===== src/rtl/rs_age_issue_pkg.sv =====
// Dispatch constants shared by the reservation-station files. The DP_NUM_WIDTH
// and DP_NUM macros come from constants.vh when present; otherwise they fall back here.
`ifndef DP_NUM_WIDTH
`define DP_NUM_WIDTH 2
`endif
`ifndef DP_NUM
`define DP_NUM 2
`endif

package rs_age_issue_pkg;
  localparam int DP_NUM   = `DP_NUM;
  localparam int DP_NUM_W = `DP_NUM_WIDTH;
  localparam int SRC_NUM  = 2;
endpackage


===== src/rtl/rs_oldest_sel.sv =====
// Issue picker: oldest eligible entry from the age matrix when RS_AGE_ORDER_EN is
// defined, otherwise (and as a fallback) the lowest-index eligible entry.
module rs_oldest_sel
  import rs_age_issue_pkg::*;
#(
  parameter int ENT_NUM = 8,
  parameter int ENT_SEL = 3
) (
  input  logic [ENT_NUM-1:0]         i_elig,
`ifdef RS_AGE_ORDER_EN
  input  logic [ENT_NUM*ENT_NUM-1:0] i_age,
`endif
  output logic                       o_vld,
  output logic [ENT_SEL-1:0]         o_sel
);

  logic [ENT_NUM-1:0] w_cand;
  logic [ENT_NUM-1:0] w_pick;

`ifdef RS_AGE_ORDER_EN
  // Row i holds the entries older than i; a candidate has no older eligible peer.
  always_comb begin
    w_cand = '0;
    for (int i = 0; i < ENT_NUM; i++) begin
      w_cand[i] = i_elig[i] && !(|(i_age[i*ENT_NUM +: ENT_NUM] & i_elig));
    end
  end
`else
  assign w_cand = i_elig;
`endif

  assign w_pick = (|w_cand) ? w_cand : i_elig;

  always_comb begin
    o_vld = |i_elig;
    o_sel = '0;
    for (int i = ENT_NUM - 1; i >= 0; i--) begin
      if (w_pick[i]) o_sel = ENT_SEL'(i);
    end
  end

endmodule


===== src/rtl/rs_age_issue.sv =====
// Reservation station: two-slot dispatch, tag wakeup with same-cycle bypass and a
// stall-stable issue port. RS_AGE_ORDER_EN selects oldest-first issue via an age matrix.
module rs_age_issue
  import rs_age_issue_pkg::*;
#(
  parameter int ENT_NUM = 8,
  parameter int ENT_SEL = 3,
  parameter int TAG_W   = 6,
  parameter int DATA_W  = 32,
  parameter int WB_NUM  = 2
) (
  input  logic                            clk,
  input  logic                            rst,
  input  logic                            i_dp_vld,
  input  logic [`DP_NUM_WIDTH-1:0]        i_req_num,
  input  logic [DP_NUM*DATA_W-1:0]        i_dp_data,
  input  logic [DP_NUM*SRC_NUM*TAG_W-1:0] i_dp_tag,
  input  logic [DP_NUM*SRC_NUM-1:0]       i_dp_rdy,
  output logic                            o_allocable,
  input  logic [WB_NUM-1:0]               i_wb_vld,
  input  logic [WB_NUM*TAG_W-1:0]         i_wb_tag,
  output logic                            o_issue_vld,
  input  logic                            i_issue_rdy,
  output logic [ENT_SEL-1:0]              o_issue_sel,
  output logic [DATA_W-1:0]               o_issue_data,
  input  logic                            i_flush,
  output logic [ENT_SEL:0]                o_busy_cnt
);

  logic [ENT_NUM-1:0] r_busy, r_rdy1, r_rdy2;
  logic [TAG_W-1:0]   r_tag1 [ENT_NUM];
  logic [TAG_W-1:0]   r_tag2 [ENT_NUM];
  logic [DATA_W-1:0]  r_data [ENT_NUM];
  logic [ENT_SEL:0]   r_busy_cnt;
  logic               r_hold;
  logic [ENT_SEL-1:0] r_hold_sel;

  logic [ENT_NUM-1:0] w_busy_nxt, w_rdy1_nxt, w_rdy2_nxt, w_elig;
  logic [ENT_SEL:0]   w_free_cnt, w_cnt_nxt, w_req_ext;
  logic               w_slot1_ok, w_slot2_ok;
  logic [ENT_SEL-1:0] w_slot1_idx, w_slot2_idx;
  logic               w_dp_go, w_dp_two, w_issue_fire, w_pick_vld;
  logic [ENT_SEL-1:0] w_pick_sel, w_sel;
  logic [TAG_W-1:0]   w_s1t1, w_s1t2, w_s2t1, w_s2t2;

  function automatic logic f_wb_hit(input logic [TAG_W-1:0] tag,
                                    input logic [WB_NUM-1:0] vld,
                                    input logic [WB_NUM*TAG_W-1:0] tags);
    f_wb_hit = 1'b0;
    for (int k = 0; k < WB_NUM; k++) begin
      if (vld[k] && (tags[k*TAG_W +: TAG_W] == tag)) f_wb_hit = 1'b1;
    end
  endfunction

  assign w_s1t1 = i_dp_tag[0*TAG_W +: TAG_W];
  assign w_s1t2 = i_dp_tag[1*TAG_W +: TAG_W];
  assign w_s2t1 = i_dp_tag[2*TAG_W +: TAG_W];
  assign w_s2t2 = i_dp_tag[3*TAG_W +: TAG_W];

  // Free-slot search sees only the registered busy vector, so same-cycle issue never frees a slot.
  always_comb begin
    w_free_cnt  = '0;
    w_slot1_ok  = 1'b0;
    w_slot2_ok  = 1'b0;
    w_slot1_idx = '0;
    w_slot2_idx = '0;
    for (int i = 0; i < ENT_NUM; i++) begin
      w_free_cnt = w_free_cnt + {{ENT_SEL{1'b0}}, ~r_busy[i]};
      if (!r_busy[i]) begin
        if (!w_slot1_ok) begin
          w_slot1_ok  = 1'b1;
          w_slot1_idx = ENT_SEL'(i);
        end else if (!w_slot2_ok) begin
          w_slot2_ok  = 1'b1;
          w_slot2_idx = ENT_SEL'(i);
        end
      end
    end
  end

  assign w_req_ext   = (ENT_SEL+1)'(i_req_num);
  assign o_allocable = (w_free_cnt >= w_req_ext);
  assign w_dp_go     = i_dp_vld && o_allocable && (i_req_num != '0) && !i_flush;
  assign w_dp_two    = w_dp_go && (i_req_num >= DP_NUM_W'(DP_NUM));

  assign w_elig = r_busy & r_rdy1 & r_rdy2;

  always_comb begin
    w_busy_nxt = r_busy;
    w_rdy1_nxt = r_rdy1;
    w_rdy2_nxt = r_rdy2;
    for (int i = 0; i < ENT_NUM; i++) begin
      if (r_busy[i] && f_wb_hit(r_tag1[i], i_wb_vld, i_wb_tag)) w_rdy1_nxt[i] = 1'b1;
      if (r_busy[i] && f_wb_hit(r_tag2[i], i_wb_vld, i_wb_tag)) w_rdy2_nxt[i] = 1'b1;
    end
    if (w_issue_fire) w_busy_nxt[w_sel] = 1'b0;
    if (w_dp_go) begin
      w_busy_nxt[w_slot1_idx] = 1'b1;
      w_rdy1_nxt[w_slot1_idx] = i_dp_rdy[0] | f_wb_hit(w_s1t1, i_wb_vld, i_wb_tag);
      w_rdy2_nxt[w_slot1_idx] = i_dp_rdy[1] | f_wb_hit(w_s1t2, i_wb_vld, i_wb_tag);
    end
    if (w_dp_two && w_slot2_ok) begin
      w_busy_nxt[w_slot2_idx] = 1'b1;
      w_rdy1_nxt[w_slot2_idx] = i_dp_rdy[2] | f_wb_hit(w_s2t1, i_wb_vld, i_wb_tag);
      w_rdy2_nxt[w_slot2_idx] = i_dp_rdy[3] | f_wb_hit(w_s2t2, i_wb_vld, i_wb_tag);
    end
    if (i_flush) w_busy_nxt = '0;
    w_cnt_nxt = '0;
    for (int i = 0; i < ENT_NUM; i++) begin
      w_cnt_nxt = w_cnt_nxt + {{ENT_SEL{1'b0}}, w_busy_nxt[i]};
    end
  end

  always_ff @(posedge clk) begin
    if (rst) begin
      r_busy     <= '0;
      r_rdy1     <= '0;
      r_rdy2     <= '0;
      r_busy_cnt <= '0;
      r_hold     <= 1'b0;
      r_hold_sel <= '0;
    end else begin
      r_busy     <= w_busy_nxt;
      r_rdy1     <= w_rdy1_nxt;
      r_rdy2     <= w_rdy2_nxt;
      r_busy_cnt <= w_cnt_nxt;
      r_hold     <= o_issue_vld && !i_issue_rdy;
      r_hold_sel <= w_sel;
    end
  end

  always_ff @(posedge clk) begin
    if (w_dp_go) begin
      r_tag1[w_slot1_idx] <= w_s1t1;
      r_tag2[w_slot1_idx] <= w_s1t2;
      r_data[w_slot1_idx] <= i_dp_data[0 +: DATA_W];
    end
    if (w_dp_two && w_slot2_ok) begin
      r_tag1[w_slot2_idx] <= w_s2t1;
      r_tag2[w_slot2_idx] <= w_s2t2;
      r_data[w_slot2_idx] <= i_dp_data[DATA_W +: DATA_W];
    end
  end

`ifdef RS_AGE_ORDER_EN
  logic [ENT_NUM-1:0]         r_age     [ENT_NUM];
  logic [ENT_NUM-1:0]         w_age_nxt [ENT_NUM];
  logic [ENT_NUM*ENT_NUM-1:0] w_age_flat;

  // A newly written entry is younger than everything: clear its column, load its row.
  always_comb begin
    w_age_flat = '0;
    for (int i = 0; i < ENT_NUM; i++) begin
      w_age_nxt[i] = r_age[i];
      if (w_dp_go) w_age_nxt[i][w_slot1_idx] = 1'b0;
      if (w_dp_two && w_slot2_ok) w_age_nxt[i][w_slot2_idx] = 1'b0;
      w_age_flat[i*ENT_NUM +: ENT_NUM] = r_age[i];
    end
    if (w_dp_go) w_age_nxt[w_slot1_idx] = r_busy;
    if (w_dp_two && w_slot2_ok) w_age_nxt[w_slot2_idx] = r_busy | (ENT_NUM'(1) << w_slot1_idx);
  end

  always_ff @(posedge clk) begin
    for (int i = 0; i < ENT_NUM; i++) begin
      if (rst) r_age[i] <= '0;
      else     r_age[i] <= w_age_nxt[i];
    end
  end
`endif

  rs_oldest_sel #(
    .ENT_NUM (ENT_NUM),
    .ENT_SEL (ENT_SEL)
  ) u_oldest_sel (
    .i_elig (w_elig),
`ifdef RS_AGE_ORDER_EN
    .i_age  (w_age_flat),
`endif
    .o_vld  (w_pick_vld),
    .o_sel  (w_pick_sel)
  );

  // A stalled grant is pinned; the pinned entry stays eligible until it issues or is flushed.
  assign w_sel        = r_hold ? r_hold_sel : w_pick_sel;
  assign o_issue_vld  = w_pick_vld && !i_flush;
  assign o_issue_sel  = o_issue_vld ? w_sel : '0;
  assign o_issue_data = o_issue_vld ? r_data[w_sel] : '0;
  assign w_issue_fire = o_issue_vld && i_issue_rdy;
  assign o_busy_cnt   = r_busy_cnt;

endmodule

===== config.mk =====
export PLATFORM = sky130hd
export DESIGN_NAME = rs_age_issue
export DESIGN_NICKNAME = d
export VERILOG_FILES = /design/src/rtl/rs_age_issue_pkg.sv /design/src/rtl/rs_oldest_sel.sv /design/src/rtl/rs_age_issue.sv
export SDC_FILE = /design/constraint.sdc
export NUM_CORES = 1
export LEC_CHECK = 0
export BUFFER_PORTS_ARGS = -buffer_cell sky130_fd_sc_hd__clkbuf_2
export CELL_PAD_IN_SITES_DETAIL_PLACEMENT = 0
export CELL_PAD_IN_SITES_GLOBAL_PLACEMENT = 1
export CORE_MARGIN = 2
export CORE_UTILIZATION = 53
export DETAILED_ROUTE_END_ITERATION = 10
export PLACE_DENSITY = 0.93
export SKIP_LAST_GASP = 1
export SYNTH_ARGS = -nofsm -noshare
export SYNTH_HDL_FRONTEND = slang
export SYNTH_SLANG_ARGS = --single-unit
export TNS_END_PERCENT = 50

===== constraint.sdc =====
create_clock -name clk -period 12 [get_ports clk]
set_input_delay 0.6 -clock clk [delete_from_list [all_inputs] [get_ports clk]]
set_output_delay 0.6 -clock clk [all_outputs]
set_load 0.005 [all_outputs]

## Yosys cells after proc, flatten, opt, wreduce, memory -nomap -nowiden

Memories as Yosys holds them, arrays and structs flattened.
Cells that the tools add are included.

- Memories: 3
- Flip-flop bits (word level): 32
- Logic and storage cells: 307
- Memory bits (writable): 352

Memories:

| name | words | bits a word | read ports | clocked after Yosys merged registers in | write ports | line | source |
|---|---|---|---|---|---|---|---|
| r_data | 8 | 32 | 1 | 0 | 2 | rs_age_issue.sv:33 | `logic [DATA_W-1:0] r_data [ENT_NUM];` |
| r_tag1 | 8 | 6 | 8 | 0 | 2 | rs_age_issue.sv:31 | `logic [TAG_W-1:0] r_tag1 [ENT_NUM];` |
| r_tag2 | 8 | 6 | 8 | 0 | 2 | rs_age_issue.sv:32 | `logic [TAG_W-1:0] r_tag2 [ENT_NUM];` |

- Order comparisons: 8
- Bitwise gates (word level): 18
- Reduce and logical (&&, ||, !) cells: 71
- Multiplexer cells: 147
- Equal/unequal tests: 40
- Add/sub/neg operators: 14

Operators with widths:

| operator | count |
|---|---|
| $eq 6x6->1 | 40 |
| $mux 3 | 40 |
| $mux 1 | 91 |
| $logic_and 1x1->1 | 67 |
| $mux 8 | 8 |
| $add 4x1->4 | 8 |
| $bwmux 8 | 4 |
| $mux 32 | 1 |
| $and 8x8->8 | 3 |
| $or 8x8->8 | 2 |
| $lt 3x4->1 const B | 3 |
| $demux 1 s3 | 3 |
| $ge 3x1->1 const B | 3 |
| $add 3x1->4 | 2 |
| $not 1->1 | 8 |
| $not 8->8 | 1 |
| $reduce_or 8->1 | 1 |
| $add 2x1->3 | 2 |
| $add 1x1->2 | 2 |
| $ge 4x2->1 | 1 |
| $or 1x1->1 | 4 |
| $ge 2x2->1 const B | 1 |
| $logic_not 1->1 | 2 |
| $reduce_bool 2->1 | 1 |

## Longest topological paths before layout

- Word-level depth: 34
- Gate-level depth with buffers: 27

## Hierarchy

Synthesis repeated with hierarchy kept, for this count alone.

- Cells, all modules: 1962
- Area, all modules: 22653.0 µm²

Modules (own cells, without submodules):

| module | times used | cells an instance | area an instance (µm²) | sequential area each (µm²) |
|---|---|---|---|---|
| rs_age_issue | 1 | 1949 | 22571.6 | 11210.8 |
| rs_oldest_sel | 1 | 13 | 81.3 | 0.0 |

## Worst setup path after synthesis

No wires, ideal clock.

- Path kind: reg2reg
- From: register r_busy[3]
- To: register r_busy_cnt[2] (netlist: o_busy_cnt[2])
- Slack: 5.443 ns
- Stages on the path, launching flop included: 28
- Data required time: 11.872 ns
- Setup time: 0.128 ns
- Path buffers: 2
- Arrival time: 6.429 ns
- Path through: dfxtp_1 > fa_1 > fa_1 > inv_1 > fa_1 > ha_1 > inv_1 > fa_1 > inv_1 > ha_1 > a21oi_1 > a21o_1 > a2111oi_4 > nand2b_1 > buf_2 > buf_6 > and3_1 > nor2_1 > fa_1 > inv_1 > fa_1 > fa_1 > inv_1 > ha_1 > inv_1 > fa_1 > xor2_1 > nor2_1

- Elaborated cells between the ends (all ways): 87
- Those cells by class: 12 x add/sub; 7 x order compare; 50 x mux; 7 x bitwise; 11 x reduce/logical

RTL lines:

| element | line | source |
|---|---|---|
| start: declaration | rs_age_issue.sv:30 | `logic [ENT_NUM-1:0] r_busy, r_rdy1, r_rdy2;` |
| start signal: assignment | rs_age_issue.sv:123 | `r_busy <= w_busy_nxt;` |
| branches (longest 18 deep; another with $add 3x1->4) | - |  |
| $mux 8 * | rs_age_issue.sv:102 | `if (w_dp_two && w_slot2_ok) begin` |
| $mux 8 * | rs_age_issue.sv:107 | `if (i_flush) w_busy_nxt = '0;` |
| via w_busy_nxt[3] | rs_age_issue.sv:38 | `logic [ENT_NUM-1:0] w_busy_nxt, w_rdy1_nxt, w_rdy2_nxt, w_elig;` |
| $add 3x1->4 * | rs_age_issue.sv:110 | `w_cnt_nxt = w_cnt_nxt + {{ENT_SEL{1'b0}}, w_busy_nxt[i]};` |
| $add 4x1->4 * (4 in series) | rs_age_issue.sv:110 |  |
| end signal: assignment | rs_age_issue.sv:126 | `r_busy_cnt <= w_cnt_nxt;` |
| end: declaration | rs_age_issue.sv:34 | `logic [ENT_SEL:0] r_busy_cnt;` |

Mark *: on every way through the listed nets, which the timed path passes.
A chain may end at the register's enable or synchronous reset.

## Worst setup path in the final report

Ends and elaborated chain as after synthesis.

==> results.txt <==
- For this run, design rule violations remaining after detail routing come to 0.
- Count of different cell masters after synthesis: roughly 70
- The floorplan has between 70 and 80 rows.
- Internal power: 0.002278 W
- Data required time of the critical path: 12410 ps
* Reg2Reg Capture Point: o_busy_cnt[2]
- Dividing the detail-routed via count by the number of cells gives 6.226.
- For this run, the number of standard cells in the final layout without fillers is around 2700.
* Class of the most critical hold timing path: input pin to register
* Relative contribution of sequential cells to total power: 50.2%
- Minimum hold slack: ~320 ps
* Count of hold buffers inserted by post-cts repair: 0
* Ports placed on the boundary: 154
* P_sw: 0.0006879 W
* Endpoints failing setup: 0
* Xor and xnor fraction of the mapped netlist area: slightly above 9%
- Compound-Gate Fraction of Synth Area: 6.151%
* Register clock-pin slew on the reported worst setup and hold paths: 60 ps
- Net switching share of the total power: a little under a quarter
- Critical path depth: 25
- The detailed router placed 16560 vias in this run.
- TritonCTS built the clock tree.
* Clock period minus worst slack: 7920 ps
* Startpoint types: register
* Maximum net fanout on the critical path: 50
* Final count of pins violating max slew: 0
- After synthesis, the largest family of logic cells by area is multiplexers.
- In this run the deepest clock path goes through 3 buffers.
* Number of buffer and inverter stages on the critical path: 6
- Counting flops with an async set or reset pin after synthesis yields a share of 0%.
- TritonCTS sink count: 384
- Worst vdd rail ir drop: about 0.11 mV
* RSZ-0062 raised after global routing: no
* Clock share of power: between 40 and 50%
* Number of synthesized flops with an enable pin: 352
- Count of mapped cells out of synthesis: 2024
* FF-to-FF path depth: 25
- Area after detailed placement: 0.02364 mm²
* Commonest non-fill, non-tap cells in the layout: nand2_1 (416), edfxtp_1 (352), mux2_2 (192), clkbuf_2 (153), a21oi_1 (150)
* Number of antenna violations at the first check in global routing: 5
- Of the total synthesized cell area, the portion taken by full adders, half adders and majority gates is 1.472%.
* Sequential share of the synthesized area: 49.39%
* Synth-to-Final Area Change: 9.756%
- Largest net degree at the start of global routing: 79
- Synth top area share: 46.56%
* CTS root buffer: clkbuf_16
* Endpoint of the worst hold path: r_hold
* CP top delay family: adder cells
* Max stage delay cell, worst path: nand2b_4
* Starting Density: 53.88%
- Launching point of the worst reg2reg path: r_busy[3]
- The die covers 0.04450 mm².
- Type of element capturing the critical path: register
- Hold Path Stages: 2
- Count of routing violations after the opening detailed-route iteration: 2057
* Predominant post-synthesis flop cell: edfxtp_1
- Most repeated library cell on the critical path: fa_1
- The worst hold path begins at i_issue_rdy.
- Number of max-capacitance violations reported: 0
- Headroom to the max-slew limit: 21.80%
* Library cell with the largest summed area after synthesis: edfxtp_1
* Fraction of final layout cells with drive strength greater than 1: ~24%
- For this design the static power due to leakage is a little over 9 nW.
- Counting tap cells, the placed design contains a total of 2584 instances.
- Remaining global-route overflow: 0
- After routing the design area is 0.02492 mm².
- For the worst setup path, the data arrival time is 8330 ps.
* Post-DRT Antenna Nets: 0
- Routability-driven placement finished with a final weighted congestion of between 0.9 and 1.
- The average instance in the mapped netlist occupies 11.22 µm².
* Synthesized flop and latch total: 384
* Post-Synthesis Net Count: between 2000 and 2500
- Wire length per cell: around 24 µm
* Simple-gate share of the synthesized area: about an eighth
- Worst reg-to-reg setup slack: 4080 ps
* Maximum clock skew at final layout: 17.68 ps
* Port-buffer cells: 153
- In this run the post-CTS setup repair buffer count came out at 0.
* Via count of the first global-routing pass: between 15000 and 20000
- Number of iterations in the first detailed-routing pass: 5
- Most common cell after layout, fill and taps aside: nand2_1
- The run finished with clean final reports.
* Kind of critical path: register to register
* Placeable Area: 0.04213 mm²
- Across every metal layer, demand over resource in global routing totals 28.78%.
- CTS built an H-tree with a depth of 2.
* Dpl hpwl: about 38000 µm
* Power density over cell area: ~120 mW/mm²
- Upper clock frequency limit: 0.1263 GHz
- OpenSTA, run right after detailed placement, puts the worst setup slack at between 4000 and 5000 ps.
- Floorplan die width: 211.0 µm
- Final Hold Fails: 0
* Post-Synthesis Cell Area: 0.02270 mm²
- Clock buffers created by TritonCTS: 41
- Total detailed-routing wirelength: 64140 µm
* Nets: 2222
- After synthesis, the share of cell area in mux cells is 16.71%.
- Final period util: 66.00%
- Warning count from the yosys run: 0
- The die is 211.0 µm tall.
- Gates resized during post-CTS repair numbered 0.
- The clock reaches the later pin of the worst-skew pair after 550 ps.
- Global-route wire length before repair: slightly below 100000 µm
- Setup tns final: 0 ps
- Cells taking the most area after synthesis: edfxtp_1 (47%), mux2_2 (9.5%), nand2_1 (7.0%)
- Largest incremental delay on the critical path: between 800 and 900 ps
- For the pin with the worst max-slew slack, the measured transition is around 1200 ps.
* Post-route setup slack: slightly above 4000 ps
- Comb pwr share: under 10%
-- worst max-delay path by stage --
stage	startpoint	end	slack, ps
global route	r_busy[3]	o_busy_cnt[2]	3660
detailed placement	r_busy[3]	o_busy_cnt[2]	4150
finish	r_busy[3]	o_busy_cnt[2]	4080
CTS	r_busy[3]	o_busy_cnt[2]	4150
floorplan	r_busy[3]	o_busy_cnt[2]	5440
global placement	r_busy[3]	o_busy_cnt[2]	4260
-- cells in the mapped netlist (9+ instances only) --
cell / instances
buf_6: 11
a21oi_1: 150
nand4_1: 31
nand2_1: 422
or4_1: 36
nand2b_1: 14
inv_1: 22
nor2_1: 23
xor2_1: 112
xnor2_1: 129
nor3_1: 10
edfxtp_1: 352
dfxtp_1: 32
buf_1: 19
clkbuf_1: 56
a31oi_1: 10
mux2_1: 67
o21ai_0: 10
buf_2: 57
nor4_1: 33
mux2_2: 192
nor2b_1: 9
nand3_1: 28
ha_1: 13
mux2i_1: 14
buf_4: 12
mux2_4: 49
-- flip-flops by register name, summed over array words and instances, names as in the netlist --
register / flops
o_busy_cnt: 4
r_rdy2: 8
r_hold: 1
r_tag2: 48
r_data: 256
r_rdy1: 8
r_tag1: 48
r_busy: 8
r_hold_sel: 3
-- power by group through the flow --
stage / clock network [W] / registers, W / logic (W)
6_report: 0.00122 / 0.00149 / 0.000253
5_1_grt: 0.00128 / 0.00149 / 0.000272
4_1_cts: 0.00123 / 0.00149 / 0.000249
3_5_place_dp: 0 / 0.00152 / 0.000248
3_3_place_gp: 0 / 0.00152 / 0.000238
2_1_floorplan: 0 / 0.00152 / 0.000164
-- area by class of cell --
type / instances / area [µm²]
Clock buffer: 45 / 1041
Tap cell: 539 / 674.4
Timing Repair Buffer: 176 / 938.4
Fill cell: 3366 / 17220
Clock inverter: 28 / 232.7
Antenna cell: 2 / 5.005
Multi-Input combinational cell: 1462 / 10730
Sequential cell: 384 / 11210
Inverter: 23 / 86.33
-- cells by family after synthesis --
logic type | Yosys count
buf+inv | 178
compound gates | 228
flops | 384
fa+ha+maj | 22
xor+xnor | 241
mux | 322
simple gates | 649
-- layer usage --
metal  up-vias  GRT usage [%]  part of all wire [%]  wire, µm
li1       7380              -                     -         -
met1      8171          37.64                    40     25500
met2       822          47.57                    48     30880
met3       177          4.252                   8.2      5267
met4         6          13.16                   3.8      2443
met5         -              0                 0.072        46
-- per-stage QoR --
step / util, % / total power (W)
after floorplan: - / 0.001680
after global placement: 56.10 / 0.001754
after detailed placement: 56.10 / 0.001765
after CTS: 59.12 / 0.002970
after global routing: 59.13 / 0.003040
final: 59.13 / 0.002966
Power figures use the tool's default switching activity.
